[config.mk]
export PLATFORM = sky130hd
export DESIGN_NAME = mux_nsel_pipe
export DESIGN_NICKNAME = d
export VERILOG_FILES = /design/src/rtl/mux_pkg.sv /design/src/rtl/mux_nsel_pipe_rr_pick.sv /design/src/rtl/mux_nsel_pipe.sv
export SDC_FILE = /design/constraint.sdc
export NUM_CORES = 1
export LEC_CHECK = 0
export ABC_CLOCK_PERIOD_IN_PS = 2620
export CORE_ASPECT_RATIO = 0.8
export CORE_MARGIN = 2
export CORE_UTILIZATION = 35
export DETAILED_ROUTE_END_ITERATION = 16
export GPL_TIMING_DRIVEN = 0
export PLACE_DENSITY = 0.82
export SLEW_MARGIN = 0
export SYNTH_ARGS = -nofsm -noshare
export SYNTH_HDL_FRONTEND = slang
export SYNTH_SLANG_ARGS = --single-unit
[constraint.sdc]
create_clock -name clk -period 2.62 [get_ports clk]
set_input_delay 0.262 -clock clk [delete_from_list [all_inputs] [get_ports clk]]
set_output_delay 0.262 -clock clk [all_outputs]
set_load 0.005 [all_outputs]
[src/rtl/mux_pkg.sv]
// mux_pkg: shared mode encodings for the N-channel select/arbitrate mux.
package mux_pkg;
   localparam logic MUX_MODE_SEL = 1'b0;
   localparam logic MUX_MODE_RR  = 1'b1;
endpackage

[src/rtl/mux_nsel_pipe_rr_pick.sv]
// rr_pick: rotate-priority encoder; first set req bit after ptr, wrapping mod N.
//   req       : per-channel request
//   ptr       : last granted channel (search starts at ptr+1)
//   gnt_valid : some request is set
//   gnt_idx   : granted channel index
module rr_pick #(
   parameter  int N     = 4,
   localparam int SEL_W = $clog2(N)
) (
   input  logic [N-1:0]     req,
   input  logic [SEL_W-1:0] ptr,
   output logic             gnt_valid,
   output logic [SEL_W-1:0] gnt_idx
);
   // Scan farthest-first so the nearest candidate after ptr is written last and wins.
   always_comb begin
      gnt_valid = 1'b0;
      gnt_idx   = '0;
      for (int i = N; i >= 1; i--) begin
         if (req[(int'(ptr) + i) % N]) begin
            gnt_valid = 1'b1;
            gnt_idx   = SEL_W'((int'(ptr) + i) % N);
         end
      end
   end
endmodule

[src/rtl/mux_nsel_pipe.sv]
// mux_nsel_pipe: N-way select or round-robin mux with one registered valid/ready output stage.
//   clk, rst (async, active-low)
//   mode      : MUX_MODE_SEL explicit select, MUX_MODE_RR round-robin
//   select    : channel index in select mode
//   in_valid/in_data/in_ready : per-channel handshake, channel k at in_data[k*WIDTH +: WIDTH]
//   out_valid/out_data/out_ready : registered output handshake
//   out_idx   : source channel of out_data, present only with MUX_NSEL_OUT_IDX_EN
module mux_nsel_pipe
   import mux_pkg::*;
#(
   parameter  int WIDTH = 32,
   parameter  int N     = 4,
   localparam int SEL_W = $clog2(N)
) (
   input  logic               clk,
   input  logic               rst,
   input  logic               mode,
   input  logic [SEL_W-1:0]   select,
   input  logic [N-1:0]       in_valid,
   input  logic [N*WIDTH-1:0] in_data,
   output logic [N-1:0]       in_ready,
   output logic               out_valid,
   output logic [WIDTH-1:0]   out_data,
   input  logic               out_ready
`ifdef MUX_NSEL_OUT_IDX_EN
   ,
   output logic [SEL_W-1:0]   out_idx
`endif
);
   localparam int NP = 1 << SEL_W;
   logic [NP-1:0]    valid_ext;
   logic [SEL_W-1:0] rr_ptr;
   logic             rr_valid;
   logic [SEL_W-1:0] rr_idx;
   logic             gnt_valid;
   logic [SEL_W-1:0] gnt_idx;
   logic             can_load;
   logic             xfer;

   rr_pick #(.N(N)) u_rr_pick (
      .req       (in_valid),
      .ptr       (rr_ptr),
      .gnt_valid (rr_valid),
      .gnt_idx   (rr_idx)
   );

   // Zero-padded to a power of two so select values >= N read a 0 and never grant.
   assign valid_ext = NP'(in_valid);

   always_comb begin
      gnt_valid = (mode == MUX_MODE_RR) ? rr_valid : valid_ext[select];
      gnt_idx   = (mode == MUX_MODE_RR) ? rr_idx : select;
      can_load  = !out_valid || out_ready;
      xfer      = gnt_valid && can_load;
      in_ready  = (rst && xfer) ? (N'(1) << gnt_idx) : '0;
   end

   always_ff @(posedge clk or negedge rst) begin
      if (!rst) begin
         out_valid <= 1'b0;
         out_data  <= '0;
         rr_ptr    <= SEL_W'(N - 1);
      end else if (xfer) begin
         out_valid <= 1'b1;
         out_data  <= in_data[int'(gnt_idx) * WIDTH +: WIDTH];
         rr_ptr    <= gnt_idx;
      end else if (out_ready) begin
         out_valid <= 1'b0;
      end
   end

`ifdef MUX_NSEL_OUT_IDX_EN
   always_ff @(posedge clk or negedge rst) begin
      if (!rst) out_idx <= '0;
      else if (xfer) out_idx <= gnt_idx;
   end
`endif
endmodule
==> flow_summary.yaml <==
outcome:
  run_status: "finished clean"
detailed_routing:
  viasPerCell: 5.01
  drt_iter0_markers: 43
  wl_met3_um: 757
  pre_antenna_drt_iters: 4
  total_number_of_vias: 2457
  wl_per_cell_um: 16.9
  detail_route.drc_violations: 0
  drt.antenna.violating_nets: 0
  totalWireLength_um: 8270
  top_layer: "met4"
  met1Wirelength_um: 3380
  met2_wirelength_um: 4030
floorplan:
  placeableCoreArea_um2: 6820
  die_w_um: 97.3
  io-pin-count: 175
  row_count: 27
  starting_density_pct: 35.7
  die_area_um2: 7660
  die_height_um: 78.7
synth:
  average_instance_area_after_synthesis_um2: 11.2
  yosys.area_share.simple_pct: 10.1
  syn_area_um2: 2440
  synth_cell_type_count: 29
  yosys_warnings: 0
  postSynthCellCount: 218
  postSynthRegisterBits: 35
  post_synth_fa_ha_maj_area_fraction_pct: 0
  synth_seq_area_share_pct: 36.0
  synthXorXnorAreaFrac_pct: 0
  synth_top_family_by_area: "multiplexers"
  post_synth_mux_area_share_pct: 27.2
  mappedNetlistNets: 356
  share_of_the_synthesized_area_in_compound_gates_ao_oa_aoi_oai_pct: 22.0
clock_tree:
  cts_tree: "yes"
  htreeDepth: 2
  clk_pin_slew_ns: 0.08
  hold_buffers: 0
  clk_sink_count: 35
  clock_tree.buffer_depth: 2
  cts-root-buf: "sky130_fd_sc_hd__clkbuf_8"
  numCtsBuffers: 5
  clkLatencyLatePin_ns: 0.28
timing:
  finClkSkew_ns: 0.0149
  timing_hold_violations_final: 0
  period_share_pct: 95.6
  timing.max_slew.rel_slack_pct: 45.5
  max_freq_mhz: 399
  tightestPinTransition_ns: 0.818
  finalSetupViolCount: 0
  hold_ws_ns: 0.0720
  timing_max_transition_violations_final: 0
  final.min_clock_period_ns: 2.50
  rsz0062_at_grt: "false"
setup_path:
  critical_path_arrival_ns: 2.24
  cp_max_fo: 6
  critPathCaptureType: "output pin"
  critical_path_class: "input pin to output pin"
  critical_path.startpoint_type: "input pin"
  required_ns: 2.36
power_and_ir_drop:
  report.power.total_w: 0.00240
  vdd.ir_drop.worst_uv: 231
  total_power_divided_by_cell_area_nw_per_um2: 540
  power.leakage_nw: 1.84
layout:
  final_common_cell: "sky130_fd_sc_hd__clkdlybuf4s50_1"
  ratio_of_cells_with_drive_above_1_in_the_final_layout_pct: 14.9
  most-common-layout-cells: "sky130_fd_sc_hd__clkdlybuf4s50_1, sky130_fd_sc_hd__mux2i_1, sky130_fd_sc_hd__nand2_1"
  num_antenna_cells: 0
  nets: 540
  area_growth_syn_to_layout_pct: 81.8
grt:
  antenna_violations_before_repair: 0
  grtUsageTotal_pct: 21.2
  global_route_wire_length_before_repair_um: 13100
  pin_count_of_the_biggest_net_entering_global_routing: 38
  first_global_vias: 2639
  total_gr_overflow: 0
placed_design:
  dp_wirelength_um: 6570
  gpl.final_weighted_congestion: 0.765
  port_buffer_count: 174
run:
  max_cap_violations: 0
hold_path:
  worst_hold_path_type: "input pin to async pin"
## state kept, by name (all words and copies together) (netlist names)
name	cells
out_data	32
out_valid	1
rr_ptr	2
## repair_timing
item | in CTS | in global routing
pin swaps | 1 | 1
cloned | 0 | 0
setup endpoints to repair | 4 | 4
buffers inserted | 1 | 3
resized for setup | 5 | 7
## cells in the mapped netlist
cell type	number	share of area (%)
sky130_fd_sc_hd__nand2b_1	2	0.51
sky130_fd_sc_hd__dfrtp_1	33	34
sky130_fd_sc_hd__or3_1	1	0.26
sky130_fd_sc_hd__a22oi_1	1	0.31
sky130_fd_sc_hd__a21boi_0	2	0.62
sky130_fd_sc_hd__or2_2	1	0.26
sky130_fd_sc_hd__o211ai_1	1	0.31
sky130_fd_sc_hd__or2b_1	1	0.31
sky130_fd_sc_hd__o221ai_2	29	18
sky130_fd_sc_hd__o221ai_1	4	1.4
sky130_fd_sc_hd__buf_6	5	2.3
sky130_fd_sc_hd__mux4_2	1	0.92
sky130_fd_sc_hd__dfstp_2	2	2.2
sky130_fd_sc_hd__o2bb2ai_1	1	0.36
sky130_fd_sc_hd__nor3b_1	1	0.31
sky130_fd_sc_hd__o221a_2	1	0.46
sky130_fd_sc_hd__buf_2	6	1.2
sky130_fd_sc_hd__mux2i_1	64	26
sky130_fd_sc_hd__clkbuf_1	7	1.1
sky130_fd_sc_hd__nor3_1	2	0.41
sky130_fd_sc_hd__o21ai_0	1	0.21
sky130_fd_sc_hd__nor2b_1	3	0.77
sky130_fd_sc_hd__nand3_1	1	0.21
sky130_fd_sc_hd__or2_1	1	0.26
sky130_fd_sc_hd__o21ai_1	1	0.21
sky130_fd_sc_hd__nor2_1	6	0.92
sky130_fd_sc_hd__inv_1	1	0.15
sky130_fd_sc_hd__nand2_1	38	5.8
sky130_fd_sc_hd__a21oi_1	1	0.21
## where the power goes
part	switching (W)	internal, W
combinational	0.000490	0.000732
clock	0.000183	0.000212
sequential	0.0000851	0.000694
## metal layers
layer  up-vias  track usage (%)
li1       1200                -
met5         -                0
met1      1131             24.5
met3         8             8.19
met4         0             5.28
met2       118             37.4
## path summary, 6_finish.rpt
check | start | to | slack, ns | depth (start not counted)
min in group clk | out_data[21] | out_data[21] | 0.49 | 2
worst max register to register | rr_ptr[0] | out_data[29] | 0.23 | 7
max in group asynchronous | rst | out_valid | 2.02 | 1
worst min-delay path | rst | out_data[3] | 0.07 | 1
worst max-delay path | in_valid[1] | in_ready[2] | 0.12 | 8
worst min register to register | out_data[21] | out_data[21] | 0.49 | 2
## critical path, stage by stage
cell and delay [ns]:
sky130_fd_sc_hd__clkdlybuf4s50_1 0.50, sky130_fd_sc_hd__nor2b_1 0.17, sky130_fd_sc_hd__o211ai_1 0.19, sky130_fd_sc_hd__o221ai_2 0.16
sky130_fd_sc_hd__buf_12 0.16, sky130_fd_sc_hd__buf_4 0.13, sky130_fd_sc_hd__nor3_1 0.15, sky130_fd_sc_hd__clkdlybuf4s50_1 0.52
## cells by family (layout without fill, tap and decap cells)
logic type             after synthesis  after routing
flip-flops                          35             35
AO/OA/AOI/OAI                       42             42
AND/OR/NAND/NOR                     57             57
buffers and inverters               19            204
multiplexers                        65             65
## stage by stage
stage	cell area, um^2	setup slack [ns]	utilization, %	setup TNS, ns	instances
after floorplan	2440	0.601	-	0	218
after global placement	4290	-0.506	62.9	-1.99	479
after detailed placement	4280	-0.513	62.8	-2.51	479
after CTS	4390	0.0420	64.4	0	487
after global routing	4430	0.0100	65.0	0	490
final	4430	0.115	65.0	0	490
## final cells by class
class	instances	area (um^2)
Fill cell	566	2390
Timing Repair Buffer	178	1770
Multi-Input combinational cell	164	1460
Sequential cell	35	878
Buffer	17	124
Tap cell	87	109
Clock buffer	7	86.3
Clock inverter	1	5.00
Inverter	1	3.75
No activity file was read; power rests on OpenSTA's default activity.
